### src/rtl/imm_gen_pipe.sv
// RISC-V immediate generator for decode, behind a two-slot skid buffer.
// The immediate is decoded as the instruction enters, so both slots hold finished results.
module imm_gen_pipe #(
    parameter int XLEN           = 64,
    parameter int TAG_W          = 5,
    parameter bit BR_BYTE_OFFSET = 1'b1
) (
    input  logic             i_clk,
    input  logic             i_rst_n,
    input  logic             i_flush,
    input  logic             i_valid,
    output logic             o_ready,
    input  logic [31:0]      i_instr,
    input  logic [TAG_W-1:0] i_tag,
    output logic             o_valid,
    input  logic             i_ready,
    output logic [XLEN-1:0]  o_imm,
    output logic [2:0]       o_fmt,
    output logic             o_no_imm,
    output logic [TAG_W-1:0] o_tag
);

    localparam logic [6:0] OP_IMM_ARITH = 7'b0010011;
    localparam logic [6:0] OP_JALR      = 7'b1100111;
    localparam logic [6:0] OP_LOAD      = 7'b0000011;
    localparam logic [6:0] OP_STORE     = 7'b0100011;
    localparam logic [6:0] OP_BRANCH    = 7'b1100011;
    localparam logic [6:0] OP_LUI       = 7'b0110111;
    localparam logic [6:0] OP_AUIPC     = 7'b0010111;
    localparam logic [6:0] OP_JAL       = 7'b1101111;

    localparam logic [2:0] F3_SLLI = 3'b001;
    localparam logic [2:0] F3_SRXI = 3'b101;

    typedef enum logic [2:0] {
        FMT_NONE    = 3'd0,
        FMT_I       = 3'd1,
        FMT_I_SHAMT = 3'd2,
        FMT_S       = 3'd3,
        FMT_SB      = 3'd4,
        FMT_U       = 3'd5,
        FMT_UJ      = 3'd6
    } fmt_e;

    typedef enum logic [1:0] {
        ST_EMPTY = 2'd0,
        ST_ONE   = 2'd1,
        ST_FULL  = 2'd2
    } state_e;

    typedef struct packed {
        logic [XLEN-1:0]  imm;
        logic [2:0]       fmt;
        logic             no_imm;
        logic [TAG_W-1:0] tag;
    } entry_t;

    // ------------------------------------------------------------------
    // Decode: everything is built 64 bits wide and sign extended there,
    // then cut to XLEN, which is the same as extending straight to XLEN.
    // ------------------------------------------------------------------
    logic [6:0]  opcode;
    logic [2:0]  funct3;
    logic        sbit;
    logic [63:0] dec_imm64;
    fmt_e        dec_fmt;
    logic        dec_no_imm;
    entry_t      dec_entry;

    assign opcode = i_instr[6:0];
    assign funct3 = i_instr[14:12];
    assign sbit   = i_instr[31];

    always_comb begin
        dec_imm64  = '0;
        dec_fmt    = FMT_NONE;
        dec_no_imm = 1'b0;
        case (opcode)
            OP_IMM_ARITH: begin
                if (funct3 == F3_SLLI || funct3 == F3_SRXI) begin
                    dec_fmt = FMT_I_SHAMT;
                    if (XLEN == 64) begin
                        dec_imm64 = {58'd0, i_instr[25:20]};
                    end else begin
                        dec_imm64 = {59'd0, i_instr[24:20]};
                    end
                end else begin
                    dec_fmt   = FMT_I;
                    dec_imm64 = {{52{sbit}}, i_instr[31:20]};
                end
            end
            OP_JALR, OP_LOAD: begin
                dec_fmt   = FMT_I;
                dec_imm64 = {{52{sbit}}, i_instr[31:20]};
            end
            OP_STORE: begin
                dec_fmt   = FMT_S;
                dec_imm64 = {{52{sbit}}, i_instr[31:25], i_instr[11:7]};
            end
            OP_BRANCH: begin
                dec_fmt = FMT_SB;
                if (BR_BYTE_OFFSET) begin
                    dec_imm64 = {{52{sbit}}, i_instr[7], i_instr[30:25], i_instr[11:8], 1'b0};
                end else begin
                    dec_imm64 = {{53{sbit}}, i_instr[7], i_instr[30:25], i_instr[11:8]};
                end
            end
            OP_LUI, OP_AUIPC: begin
                dec_fmt   = FMT_U;
                dec_imm64 = {{33{sbit}}, i_instr[30:12], 12'd0};
            end
            OP_JAL: begin
                dec_fmt = FMT_UJ;
                if (BR_BYTE_OFFSET) begin
                    dec_imm64 = {{44{sbit}}, i_instr[19:12], i_instr[20], i_instr[30:21], 1'b0};
                end else begin
                    dec_imm64 = {{45{sbit}}, i_instr[19:12], i_instr[20], i_instr[30:21]};
                end
            end
            default: begin
                dec_no_imm = 1'b1;
            end
        endcase
    end

    assign dec_entry.imm    = dec_imm64[XLEN-1:0];
    assign dec_entry.fmt    = dec_fmt;
    assign dec_entry.no_imm = dec_no_imm;
    assign dec_entry.tag    = i_tag;

    // ------------------------------------------------------------------
    // Handshake: a beat moves on a rising edge where valid and ready are
    // both high on that side. o_ready comes straight from the state
    // register (low only when the skid slot is occupied), so it never
    // depends combinationally on i_ready. Flush empties both slots and
    // drops whatever is offered in the same cycle.
    // ------------------------------------------------------------------
    state_e state_q, state_d;
    entry_t main_q, main_d;
    entry_t skid_q, skid_d;
    logic   accept;

    assign o_ready = (state_q != ST_FULL);
    assign o_valid = (state_q != ST_EMPTY);
    assign accept  = i_valid && o_ready;

    always_comb begin
        state_d = state_q;
        main_d  = main_q;
        skid_d  = skid_q;
        if (i_flush) begin
            state_d = ST_EMPTY;
        end else begin
            case (state_q)
                ST_EMPTY: begin
                    if (accept) begin
                        state_d = ST_ONE;
                        main_d  = dec_entry;
                    end
                end
                ST_ONE: begin
                    if (accept && i_ready) begin
                        main_d = dec_entry;
                    end else if (accept) begin
                        state_d = ST_FULL;
                        skid_d  = dec_entry;
                    end else if (i_ready) begin
                        state_d = ST_EMPTY;
                    end
                end
                ST_FULL: begin
                    if (i_ready) begin
                        state_d = ST_ONE;
                        main_d  = skid_q;
                    end
                end
                default: begin
                    state_d = ST_EMPTY;
                end
            endcase
        end
    end

    always_ff @(posedge i_clk or negedge i_rst_n) begin
        if (!i_rst_n) begin
            state_q <= ST_EMPTY;
            main_q  <= '0;
            skid_q  <= '0;
        end else begin
            state_q <= state_d;
            main_q  <= main_d;
            skid_q  <= skid_d;
        end
    end

    assign o_imm    = main_q.imm;
    assign o_fmt    = main_q.fmt;
    assign o_no_imm = main_q.no_imm;
    assign o_tag    = main_q.tag;

endmodule
### config.mk
export PLATFORM = sky130hd
export DESIGN_NAME = imm_gen_pipe
export DESIGN_NICKNAME = d
export VERILOG_FILES = /design/src/rtl/imm_gen_pipe.sv
export SDC_FILE = /design/constraint.sdc
export NUM_CORES = 1
export LEC_CHECK = 0
export CAP_MARGIN = 0
export CORE_UTILIZATION = 30
export CTS_CLUSTER_DIAMETER = 30
export DETAILED_ROUTE_END_ITERATION = 7
export GPL_TIMING_DRIVEN = 1
export PLACE_DENSITY_LB_ADDON = 0.25
export SYNTH_ARGS = -nofsm -noshare
export SYNTH_HDL_FRONTEND = slang
export SYNTH_SLANG_ARGS = --single-unit
### constraint.sdc
create_clock -name i_clk -period 2.27 [get_ports i_clk]
set_input_delay 0.454 -clock i_clk [delete_from_list [all_inputs] [get_ports i_clk]]
set_output_delay 0.454 -clock i_clk [all_outputs]
set_load 0.005 [all_outputs]
==> metrics.md, run 1 <==
| Metric | Value |
|---|---|
| Synth Area in Compound Gates | `21.48%` |
| Unique cell type count in the Yosys netlist | `53` |
| I/O Buffers | `116` |
| Worst path cell trace | `clkdlybuf4s50_1 > buf_4 > nor2b_1 > or3_4 > a21boi_4 > buf_12 > a2111oi_0 > a211oi_1` |
| Synth Area in Adders | `0%` |
| Fin util | `between 40 and 50%` |
| Post-CTS setup buffers | `0` |
| CTS Root Cell | `clkbuf_16` |
| Dominant synthesized flop cell | `dfrtp_1` |
| Sequential element share of the synthesized area | `48.57%` |
| Starting density of the core | `30.94%` |
| Status | `finished clean` |
| Leakage power | `~2.4 nW` |
| Top post-synthesis cells by area | `dfrtp_1, nand2_1, a21oi_1` |
| Die W | `122.1 um` |
| Post-Syn Area per Cell | `9.035 um^2` |
| Net Sw Frac | `27.44%` |
| P_int | `0.003138 W` |
| CP Capture Type | `flop` |
| Setup Viol. Count Final | `0` |
| Drt drc | `0` |
| I/O pins | `117` |
| VDD IR-drop max | `293.7 uV` |
| RSZ-0062 raised after global routing | `true` |
| Type of the tightest min-delay check | `in -> async` |
| Critical path class | `in -> reg` |
| Pin count of the biggest net entering global routing | `46` |
| Met1 Use GR | `23.56%` |
| Biggest cell delay along the critical path | `between 0.6 and 0.7 ns` |
| Hold Fails Final Rpt | `0` |
| Xor-xnor portion of the synthesized cell area | `0%` |
| WHS | `0.1178 ns` |
| Global-route wire length before repair | `between 15 and 20 mm` |
| Post-synth top area cell | `dfrtp_1` |
| Post-Syn Nets | `521` |
| Fillcell total | `between 1000 and 1500` |
| Largest family of logic cells by synthesized area | `compound AO/OA/AOI/OAI gates` |
| Worst setup SP type | `input port` |
| Hpwl dp | `8.559 mm` |
| Slew @ Worst Pin | `0.6229 ns` |
| Via count | `3908` |
| Longest Clk Path Bufs | `2` |
| Placed inst area | `5758 um^2` |
| Final ANT Viol Nets | `0` |
| First-pass DRT Iterations | `4` |
| Max-slew headroom | `58.47%` |
| Routed WL | `12.24 mm` |
| TritonCTS buffer count | `9` |
| Clock network power share | `31.4%` |
| Vias in the first global route | `3859` |
| DR iter-0 viols | `240` |
| Placed Cells | `755` |
| Async SR Flop Fraction | `100.0%` |
| P_sw | `0.001186 W` |
| Global-route layer with the greatest usage | `met2` |
| Combinational group share of total power | `26.0%` |
| Clock skew | `0.006914 ns` |
| Yosys top cell area share | `48.57%` |
| Max cap viols | `0` |
| PwrDens | `715.9 nW/um^2` |
| Mux contribution to synthesized area | `0.5782%` |
| Synth top cells by count | `dfrtp_1, nand2_1, a21oi_1` |
| Max Clk Rate | `between 0.4 and 0.5 GHz` |
| Hold buffers post-CTS | `0` |
| Reg power frac | `42.7%` |
| GR Util met3 | `2.903%` |
| Non-filler cells, final | `771` |
| Final worst path period share | `between 90% and 100%` |
| Num Clock Sinks | `84` |
| Die height | `122.1 um` |
| CTS tree | `done` |
| Die area | `14910 um^2` |
| GRT Residual Overflow | `0` |
| Avg WL per Cell | `15.88 um` |
| Synth warnings | `0` |
| Total GRT Usage | `between 10% and 20%` |
| Initial antenna violation count | `0` |
| Count leader, synth | `dfrtp_1` |
| Post-Syn Area | `between 4000 and 5000 um^2` |
| CP max stage cell | `clkdlybuf4s50_1` |
| Max H-tree Level | `3` |
| Worst Path Arrival | `about 2.3 ns` |
| Reg clk slew, reported paths | `0.07 ns` |
| Worst-path fanout max | `16` |
| Area Overhead vs Synth | `39.58%` |
| Final nets | `between 600 and 700` |
| EDFF count, synth | `0` |
| Layout cells sized above 1 | `~14%` |
| CP required | `2.47 ns` |
| Crit path time final | `roughly 2.1 ns` |
| Clock Latency Late Sink | `about 0.34 ns` |
| Simple-gate portion of the synthesized area | `19.60%` |
| Rows | `43` |
| Antenna cells | `0` |
| GRT met2 Usage | `a little over a quarter` |
| GP Congestion | `a little under 1` |
| Design area | `6041 um^2` |
| Syn Inst Count | `479` |
| Count of pins over their slew limit | `0` |
| Core Region | `between 10000 and 15000 um^2` |
| Via/cell ratio | `just over 5` |
| #FFs+latches synth | `84` |
area by class of cell:
| class | count | area [um^2] | share of cell area (%) |
|---|---|---|---|
| Sequential cell | 84 | 2102 | 34.80 |
| Multi-Input combinational cell | 328 | 1834 | 30.36 |
| Timing Repair Buffer | 162 | 1604 | 26.55 |
| Clock buffer | 11 | 232.7 | 3.853 |
| Tap cell | 180 | 225.2 | 3.728 |
| Clock inverter | 5 | 38.79 | 0.6421 |
| Inverter | 1 | 3.754 | 0.06214 |
worst max-delay path, delay by kind of cell:
kind                   cells  cell delay (ns)
AOI/OAI and AO/OA          3             0.55
and+or+nand+nor            2             0.36
buffers and inverters      3             0.96
placed cells by master, fill, tap and decap left out, types with 8 or more instances in the layout:
| cell type | netlist | final |
|---|---|---|
| buf_4 | 36 | 39 |
| nand2_1 | 81 | 81 |
| nand3_1 | 15 | 15 |
| buf_12 | 0 | 8 |
| clkbuf_16 | 0 | 9 |
| nor2_1 | 41 | 40 |
| o21ai_1 | 11 | 11 |
| o21ai_0 | 32 | 32 |
| clkdlybuf4s50_1 | 0 | 115 |
| a21oi_1 | 56 | 56 |
| or3_1 | 12 | 12 |
| dfrtp_1 | 84 | 84 |
layer usage:
| layer | wire [um] | part of all wire (%) |
|---|---|---|
| met5 | 0 | 0 |
| met4 | 257 | 2.1 |
| met3 | 602 | 4.9 |
| met2 | 5701 | 47 |
| met1 | 5680 | 46 |
repair_timing:
| action | 4_1_cts | 5_1_grt |
|---|---|---|
| resized for setup | 1 | 2 |
| hold endpoints to repair | 0 | 0 |
| pin swaps | 0 | 0 |
| setup endpoints to repair | 1 | 1 |
kinds of logic (layout without fill, tap and decap cells):
family / count (synthesis) / after routing
and+or+nand+nor: 179 / 179
DFF: 84 / 84
muxes: 2 / 2
AOI/OAI and AO/OA: 147 / 147
buffers and inverters: 67 / 179
sequential cells by signal (all words and copies together), names as in the netlist:
name,cells
o_fmt,3
o_tag,5
o_no_imm,1
skid_q,41
state_q,2
o_imm,32
through the flow:
stage / power, W / TNS (ns) / worst slack (ns)
after CTS: 0.004372 / 0 / 0.1306
after detailed placement: 0.003005 / -4.708 / -0.3209
after global routing: 0.004548 / -0.008652 / -0.008652
final: 0.004324 / 0 / 0.1467
after global placement: 0.002981 / -2.330 / -0.1593
after floorplan: 0.002394 / 0 / 0.5137
power groups by stage:
stage / sequential (W) / combinational (W) / clock, W
after floorplan: 0.00188 / 0.000518 / 0
after global placement: 0.00187 / 0.00112 / 0
after detailed placement: 0.00187 / 0.00113 / 0
after CTS: 0.00185 / 0.00114 / 0.00139
after global routing: 0.00187 / 0.00124 / 0.00143
final: 0.00184 / 0.00112 / 0.00136
final timing paths:
check	from	to	slack (ns)	cells after the start
setup / recovery	i_instr[2]	o_imm[12]	0.15	8
hold / removal	i_rst_n	state_q[1]	0.12	1
setup reg to reg	state_q[1]	o_imm[15]	0.40	6
hold reg to reg	skid_q[15]	skid_q[15]	0.47	2
max in group asynchronous	i_rst_n	skid_q[4]	1.47	2
min in group i_clk	skid_q[15]	skid_q[15]	0.47	2
No activity file was read; power rests on OpenSTA's default activity.
==> run 2, diff against run 1 <==
- CAP_MARGIN: 0 -> 20
- HOLD_SLACK_MARGIN: not set -> 0.08
==> results of run 2 <==
Same layout as run 1: the final DEF is identical, and so are final timing and power.
==> run 3, diff against run 2 <==
- CTS_CLUSTER_DIAMETER: 30 -> not set
==> results of run 3 <==
Same layout as run 1: the final DEF is identical, and so are final timing and power.
